$ cat src/rtl/mix_columns_seq.sv
// Sequential AES MixColumns / InvMixColumns engine over a full 128-bit state.
// Transforms COLS_PER_CYCLE columns per clock and holds the result until it is accepted.
module mix_columns_seq #(
  parameter int unsigned COLS_PER_CYCLE = 1,
  parameter bit          INV_EN         = 1'b1
) (
  input  logic         clk,
  input  logic         rst,
  input  logic         in_valid,
  output logic         in_ready,
  input  logic [127:0] in_state,
  input  logic         in_inv,
  output logic         out_valid,
  input  logic         out_ready,
  output logic [127:0] out_state,
  output logic         busy
);

  localparam int unsigned NumGroups = (COLS_PER_CYCLE == 0) ? 4 : 4 / COLS_PER_CYCLE;
  localparam int unsigned CntW      = (NumGroups > 1) ? $clog2(NumGroups) : 1;

  if (!(COLS_PER_CYCLE == 1 || COLS_PER_CYCLE == 2 || COLS_PER_CYCLE == 4)) begin : g_bad_cfg
    $error("mix_columns_seq: COLS_PER_CYCLE must be 1, 2 or 4");
  end

  typedef enum logic [1:0] {StIdle, StRun, StDone} state_e;

  function automatic logic [7:0] xtime(input logic [7:0] a);
    return {a[6:0], 1'b0} ^ (a[7] ? 8'h1b : 8'h00);
  endfunction

  // One column; bytes a0..a3 from MSB to LSB.
  function automatic logic [31:0] mix_col(input logic [31:0] col, input logic inv);
    logic [7:0] a  [4];
    logic [7:0] x2 [4];
    logic [7:0] x4 [4];
    logic [7:0] x8 [4];
    logic [7:0] m3 [4];
    logic [7:0] m9 [4];
    logic [7:0] mb [4];
    logic [7:0] md [4];
    logic [7:0] me [4];
    logic [31:0] res;
    for (int i = 0; i < 4; i++) begin
      a[i]  = col[31-8*i -: 8];
      x2[i] = xtime(a[i]);
      x4[i] = xtime(x2[i]);
      x8[i] = xtime(x4[i]);
      m3[i] = x2[i] ^ a[i];
      m9[i] = x8[i] ^ a[i];
      mb[i] = x8[i] ^ x2[i] ^ a[i];
      md[i] = x8[i] ^ x4[i] ^ a[i];
      me[i] = x8[i] ^ x4[i] ^ x2[i];
    end
    if (inv) begin
      res[31:24] = me[0] ^ mb[1] ^ md[2] ^ m9[3];
      res[23:16] = m9[0] ^ me[1] ^ mb[2] ^ md[3];
      res[15:8]  = md[0] ^ m9[1] ^ me[2] ^ mb[3];
      res[7:0]   = mb[0] ^ md[1] ^ m9[2] ^ me[3];
    end else begin
      res[31:24] = x2[0] ^ m3[1] ^ a[2]  ^ a[3];
      res[23:16] = a[0]  ^ x2[1] ^ m3[2] ^ a[3];
      res[15:8]  = a[0]  ^ a[1]  ^ x2[2] ^ m3[3];
      res[7:0]   = m3[0] ^ a[1]  ^ a[2]  ^ x2[3];
    end
    return res;
  endfunction

  state_e            st_q, st_d;
  logic [CntW-1:0]   cnt_q, cnt_d;
  logic [127:0]      work_q, work_d;
  logic              inv_q, inv_d;

  logic [31:0] cols_cur [4];
  logic [31:0] cols_nxt [4];
  logic [1:0]  col_idx;

  always_comb begin
    for (int c = 0; c < 4; c++) begin
      cols_cur[c] = work_q[127-32*c -: 32];
    end
  end

  always_comb begin
    st_d    = st_q;
    cnt_d   = cnt_q;
    work_d  = work_q;
    inv_d   = inv_q;
    col_idx = 2'd0;
    for (int c = 0; c < 4; c++) begin
      cols_nxt[c] = cols_cur[c];
    end

    unique case (st_q)
      StIdle: begin
        if (in_valid) begin
          work_d = in_state;
          inv_d  = INV_EN ? in_inv : 1'b0;
          cnt_d  = '0;
          st_d   = StRun;
        end
      end
      StRun: begin
        // Only this group's columns pass through the transform units.
        for (int j = 0; j < int'(COLS_PER_CYCLE); j++) begin
          col_idx           = 2'((32'(cnt_q) * COLS_PER_CYCLE) + 32'(j));
          cols_nxt[col_idx] = mix_col(cols_cur[col_idx], inv_q);
        end
        for (int c = 0; c < 4; c++) begin
          work_d[127-32*c -: 32] = cols_nxt[c];
        end
        if (cnt_q == CntW'(NumGroups - 1)) begin
          st_d = StDone;
        end else begin
          cnt_d = cnt_q + 1'b1;
        end
      end
      StDone: begin
        if (out_ready) begin
          st_d = StIdle;
        end
      end
      default: st_d = StIdle;
    endcase
  end

  always_ff @(posedge clk) begin
    if (rst) begin
      st_q   <= StIdle;
      cnt_q  <= '0;
      work_q <= '0;
      inv_q  <= 1'b0;
    end else begin
      st_q   <= st_d;
      cnt_q  <= cnt_d;
      work_q <= work_d;
      inv_q  <= inv_d;
    end
  end

  assign in_ready  = (st_q == StIdle) && !rst;
  assign out_valid = (st_q == StDone);
  assign busy      = (st_q != StIdle);
  assign out_state = work_q;

endmodule

$ cat config.mk
export PLATFORM = sky130hd
export DESIGN_NAME = mix_columns_seq
export DESIGN_NICKNAME = d
export VERILOG_FILES = /design/src/rtl/mix_columns_seq.sv
export SDC_FILE = /design/constraint.sdc
export NUM_CORES = 1
export LEC_CHECK = 0
export ABC_CLOCK_PERIOD_IN_PS = 3700
export CORE_ASPECT_RATIO = 2
export CORE_MARGIN = 2
export CORE_UTILIZATION = 40
export DETAILED_ROUTE_END_ITERATION = 10
export PLACE_DENSITY = 0.7
export SKIP_CTS_REPAIR_TIMING = 1
export SYNTH_ARGS = -nofsm -noshare
export SYNTH_HDL_FRONTEND = slang
export SYNTH_SLANG_ARGS = --single-unit
$ cat constraint.sdc
create_clock -name clk -period 3.7 [get_ports clk]
set_input_delay 0.37 -clock clk [delete_from_list [all_inputs] [get_ports clk]]
set_output_delay 0.37 -clock clk [all_outputs]
set_load 0.01 [all_outputs]
==> summary.md <==
| Metric | Value |
|---|---|
| Outcome | finished, final reports clean |
| Global-route wire length before repair | 50400 µm |
| Post-synthesis cell count | 877 |
| Maximum VDD drop | 0.000566 V |
| FF-to-FF End | out_state[91] |
| Area Growth Syn to Fin | 41.1% |
| Power per cell area | 977 nW/µm² |
| TritonRoute pass-1 iters | 6 |
| ANT cells | 0 |
| Routed length per instance | 24.3 µm |
| Die Ht | 211 µm |
| DP HPWL | 25200 µm |
| TNS Setup | 0 ns |
| DRC violations left | 0 |
| Relative slew margins | 0.281 |
| Data required, critical path | 4.05 ns |
| IO Pins | 264 |
| Area leader, netlist | dfxtp_1 |
| Worst Tran Pin Value | 1.08 ns |
| CTS Buf Count | 17 |
| Sw frac | 0.415 |
| Total power | 11800 µW |
| DIE WIDTH | 108 µm |
| RSZ-0062 raised after global routing | false |
| Critical path launch point type | register |
| Worst Setup End Kind | register |
| Critical path type | reg2reg |
| Core ar. | 21000 µm² |
| Fin. max-slew vios | 0 |
| Synthesized area per cell | 9.78 µm² |
| H-tree levels | 4 |
| Syn Nets | 1014 |
| Cell row count | 75 |
| Critical Path Fanout Max | 17 |
| P_int | 6920 µW |
| Reg2Reg Depth | 9 |
| Via count | 8061 |
| Vias per inst | 5.78 |
| Post-Syn Area | 8580 µm² |
| Area contributors post-synth | dfxtp_1, xnor2_1, a22oi_1 |
| Worst Hold Class | in2reg |
| DRT Wirelength | 33900 µm |
| Yosys cell types | 38 |
| Clock Sinks | 133 |
| Switching power of the nets | 4900 µW |
| Synthesized flop and latch total | 133 |
| Post-synth EDFFs | 0 |
| Starting density of the core | 0.408 |
| Vias in the first global route | 8628 |
| Post-route ant nets | 0 |
| Nets | 1251 |
| Layout cells sized above 1 | 0.117 |
| Comb pwr share | 0.686 |
| Largest net degree at the start of global routing | 95 |
| Tmin final | 3.60 ns |
| CP Capture Point | out_state[91] |
| Max Buffers Root-to-Sink | 2 |
| Final setup viols | 0 |
| Reg clk slew, reported paths | 0.06 ns |
| Total die area | 22700 µm² |
| IO Port Bufs | 263 |
| Worst skew pair latency | 0.43 ns |
| Dpl cells | 1364 |
| Post-synth top cells | dfxtp_1, nand2_1, a22oi_1, a21oi_1, xnor2_1 |
| Sequential Power Share | 0.160 |
| Fin util | 0.576 |
| Antenna violations before repair | 0 |
| Leakage Power | 0.00430 µW |
| Post-synth top area share | 0.310 |
| Period utilization | 0.973 |
| Ys Warns | 0 |
| GRT Util Overall | 0.297 |
| Max-cap violation count | 0 |
| Critical Path Start | cnt_q[1] |
| Placed inst area | 11500 µm² |
| Root buffer cell | clkbuf_16 |
| Reg2Reg Setup Slack | 0.10 ns |
| Routability cong. | 1.00 |
| R2R Path Start | cnt_q[1] |
| Detailed router's first-iteration violation count | 629 |
| Share of the yosys chip area belonging to registers | 0.310 |
| Finished Layout Cells | 1395 |
| Non-Filler Cell Area, Final | 12100 µm² |
| Hold violation count in the final report | 0 |
| Post-synth top flop | dfxtp_1 |
| Clk_skew | 0.0113 ns |
| Clock network power share | 0.154 |
| Congestion Overflow GR | 0 |
| CTS tree | done |
| Crit path DAT | 3.95 ns |
| Fmax | 278 MHz |
| Synth async-reset ratio | 0 |
registers in the layout (all words and copies together), names as in the netlist:
name and cells:
inv_q 1, cnt_q 2, st_q 2, out_state 128
metal layers:
| layer | part of all wire | track usage | up-vias |
|---|---|---|---|
| li1 | - | - | 3602 |
| met1 | 0.33 | 0.308 | 3948 |
| met2 | 0.56 | 0.554 | 393 |
| met3 | 0.052 | 0.0355 | 118 |
| met4 | 0.063 | 0.182 | 0 |
| met5 | 0 | 0 | - |
critical path, cell delays in order (launching register included):
cell	delay [ns]
dfxtp_2	0.59
buf_4	0.36
mux4_2	0.51
xnor3_2	0.36
xnor3_1	0.49
xnor3_1	0.42
nand2_2	0.10
xnor2_2	0.37
nand2_1	0.15
a21oi_1	0.16
through the flow:
| step | hold WS (ns) | worst slack, ns |
|---|---|---|
| final | 0.295 | 0.101 |
| after CTS | 0.290 | 0.111 |
| after floorplan | 0.432 | 0.678 |
| after global placement | 0.470 | 0.188 |
| after detailed placement | 0.483 | 0.137 |
| after global routing | 0.314 | 0.0115 |
power by group through the flow:
stage,registers [µW],logic (µW),clock network (µW)
after floorplan,1920,5540,0
after global placement,1920,7990,0
after detailed placement,1910,8030,0
after CTS,1890,8080,1830
after global routing,1910,8520,1890
final,1890,8110,1820
layout by cell type (no fill, tap or decap), types with 18 or more instances in the layout:
| master | count |
|---|---|
| a22oi_1 | 129 |
| xnor2_1 | 116 |
| xnor3_1 | 18 |
| xor2_1 | 24 |
| nand2_1 | 133 |
| dfxtp_1 | 131 |
| buf_4 | 34 |
| clkdlybuf4s50_1 | 262 |
| a21oi_1 | 125 |
| mux4_2 | 23 |
cell type report:
class	count	area, µm²
Tap cell	269	337
Clock inverter	11	176
Fill cell	1896	8910
Multi-Input combinational cell	659	5520
Sequential cell	133	2670
Timing Repair Buffer	299	2940
Clock buffer	20	457
Inverter	4	15.0
worst min-delay path by stage:
stage               startpoint       endpoint  cells after the start
floorplan              st_q[1]        st_q[0]                      1
global placement       st_q[1]        st_q[0]                      1
detailed placement     st_q[1]        st_q[0]                      1
CTS                        rst  out_state[41]                      3
global route               rst  out_state[41]                      3
finish                     rst  out_state[41]                      3
cell families (layout without fill, tap and decap cells):
family / after synthesis / after routing / share of synthesized area
adders and majority gates: 4 / 4 / 0.00583
muxes: 41 / 41 / 0.0989
xor gates and xnor gates: 188 / 188 / 0.263
buffers and inverters: 85 / 334 / 0.0516
DFF: 133 / 133 / 0.310
AOI/OAI and AO/OA: 263 / 263 / 0.194
and+or+nand+nor: 163 / 163 / 0.0764
(Power assumes the default switching activity.)
==> edit (config.mk and constraints unchanged) <==
Reset style: asynchronous (`rst`), changed in one clocked block.
--- a/src/rtl/mix_columns_seq.sv
+++ b/src/rtl/mix_columns_seq.sv
@@ -125,5 +125,5 @@
   end
 
-  always_ff @(posedge clk) begin
+  always_ff @(posedge clk or posedge rst) begin
     if (rst) begin
       st_q   <= StIdle;
Behaviour: not the same (Yosys sat finds a counterexample within 4 cycles, from zero or initial values and one cycle with rst high; the reset may be asserted at any time).
==> edit against the unedited design <==
- first-iteration DRC count is 34% lower
- setup slack improved by 0.020 ns
- non-clock buffer count up 17
- synthesized area shrank 2.2%
- design area increased by 0.29%
- sequential cell count stayed put
- routed wire length down 10%
- critical endpoint is now out_state[27]$_DFFE_PP0P_
Power is not shown: default switching activity piles up to over one toggle a cycle in this logic, so the estimate is an artifact.
==> edit: results (changes against the unedited design) <==
The worst slew slack as a fraction of its limit is 25.3% (-2.8 points). The total via count in the routed design is 7388 (-8.3%). The share of the cycle needed by the critical path after routing is 96.7% (-0.55 points). The sequential area share after synthesis came out at 39.7% (+8.6 points). The cell with the biggest individual delay on the critical path is mux4_2. The arrival time at the worst endpoint came out at 3.87 ns (-0.08 ns). The number of design-rule violations left by the first detailed-router iteration was 418 (-34%).

The worst reg-to-reg setup slack came out at 0.12 ns (+0.02 ns). The global routing met1 resource utilization is 32.3% (+1.5 points). The delay of the slowest critical-path stage came out at 0.66 ns (+0.07 ns). The net count after synthesis came out at 890 (-12%). The placer's final routability congestion estimate is 0.972 (-2.9%).

The commonest cells after synthesis are dfrtp_1, xnor2_1, a22oi_1, o21ai_1, o21ai_0. The number of cells traversed by the worst register-to-register path came out at 9 (unchanged). The maximum clock skew at final layout is 0.00955 ns (-0.00174 ns). The first-pass iteration count of the detailed router is 5 (-1). In this run the worst hold path is classified as input port to asynchronous set/reset pin. The distinct cell type count of the synthesized netlist was 33 (-13%).

The global-route wire length before repair is 46.0 mm (-8.8%). The flip-flop count of the largest register after layout is 128 (unchanged). The maximum buffer depth of the clock tree is 2 (unchanged). The share of cells above drive strength 1 was 13.4% (+1.7 points).

The via count of the first global-routing pass came out at 7829 (-9.3%). The pin count of the biggest net entering global routing is 134 (+41%). The number of H-tree levels is 4 (unchanged). The placed wire-length estimate after detailed placement is 23.3 mm (-7.7%). Ranked by total cell area, the synthesized netlist is headed by dfrtp_1, xnor2_1, a22oi_1, mux4_2, xor2_1. The share of synthesized flip-flops with an asynchronous set or reset came out at 100% (+100 points).

The initial antenna violation count came to 0 (unchanged). The global-route usage over all layers came out at 27.6% (-2.1 points). The number of warnings reported in the yosys synthesis log was 0 (unchanged). The flow ran to the end, and the final reports show no timing, DRC or antenna violations. In this run the worst setup path begins at cnt_q[1]$_DFFE_PP0P_. The insertion delay of the later-clocked pin in the worst-skew pair is 0.43 ns (about the same). The root buffer cell is clkbuf_16. The clock slew seen by the registers of the worst setup and hold paths is 0.06 ns (about the same). The number of nets at the end of the flow is 1163 (-7.0%). The capture point of the critical path is out_state[27]$_DFFE_PP0P_. The clock buffer count from CTS came out at 17 (unchanged). The wire length reported by the detailed router is 30.3 mm (-10%). The maximum fanout encountered on the critical timing path is 9 (-8).

The met3 layer usage reported by global route is 4.30% (+0.76 points). The worst setup slack before clock tree synthesis is 0.112 ns (-0.0251 ns). The met2 track utilization from global routing is 49.3% (-6.1 points).

The number of buffers added on ports came to 263 (unchanged). The antenna diode count came out at 0 (unchanged).
[edit: cell types whose count changed after synthesis, sizes merged, moves of 17 or more]
cell	unedited run	this run
nand2	135	15
o21ai	0	132
a21oi	125	15
xor2	25	49
buf	35	18
dfrtp	0	133
dfxtp	133	0
[edit: how the worst min path moves through the flow]
stage                         startpoint                        end  cells past startpoint
2_1_floorplan                  out_ready        st_q[1]$_DFFE_PP0P_                      1
3_3_place_gp   out_state[63]$_DFFE_PP0P_  out_state[63]$_DFFE_PP0P_                      2
3_5_place_dp   out_state[87]$_DFFE_PP0P_  out_state[87]$_DFFE_PP0P_                      2
4_1_cts                        out_ready        st_q[1]$_DFFE_PP0P_                      2
5_1_grt                        out_ready        st_q[1]$_DFFE_PP0P_                      2
6_report                             rst  out_state[31]$_DFFE_PP0P_                      3
[edit: worst max-delay path: cells and delay by family (launching register included)]
family	cells	cell delay, ns
mux	2	0.79
xor+xnor	5	1.78
flops	1	0.58
compound gates	1	0.08
buf+inv	1	0.21
[edit: cell type report]
cell class	instances	area, sq um
flip-flops and latches	133	3330
well taps	269	337
fillers	1711	8600
clock buffers	24	492
multi-input cells	552	4800
repair buffers	316	3080
inverters	6	26.3
clock inverters	5	75.1
[edit: cell families (layout without fill, tap and decap cells)]
kind of cell / count (synthesis) / count (layout) / share of synthesized area [%]
compound gates: 278 / 278 / 20.6
xor+xnor: 202 / 202 / 24.3
fa+ha+maj: 4 / 4 / 0.597
buf+inv: 68 / 351 / 4.00
flops: 133 / 133 / 39.7
mux: 37 / 37 / 9.34
simple gates: 31 / 31 / 1.51
[edit: metal layers]
metal / vias up / part of all wire (%)
li1: 3301 / -
met2: 426 / 53
met3: 67 / 6.6
met4: 0 / 3.7
met1: 3594 / 37
met5: - / 0
[edit: stage by stage]
| stage | hold WS (ns) | cell area [sq um] | util [%] | instances |
|---|---|---|---|---|
| global route | 0.540 | 12100 | 58.5 | 1305 |
| global placement | 0.522 | 11600 | 55.7 | 1276 |
| CTS | 0.520 | 12100 | 58.4 | 1305 |
| detailed placement | 0.520 | 11600 | 55.7 | 1276 |
| floorplan | 0.478 | 8390 | - | 753 |
| finish | 0.528 | 12100 | 58.5 | 1305 |
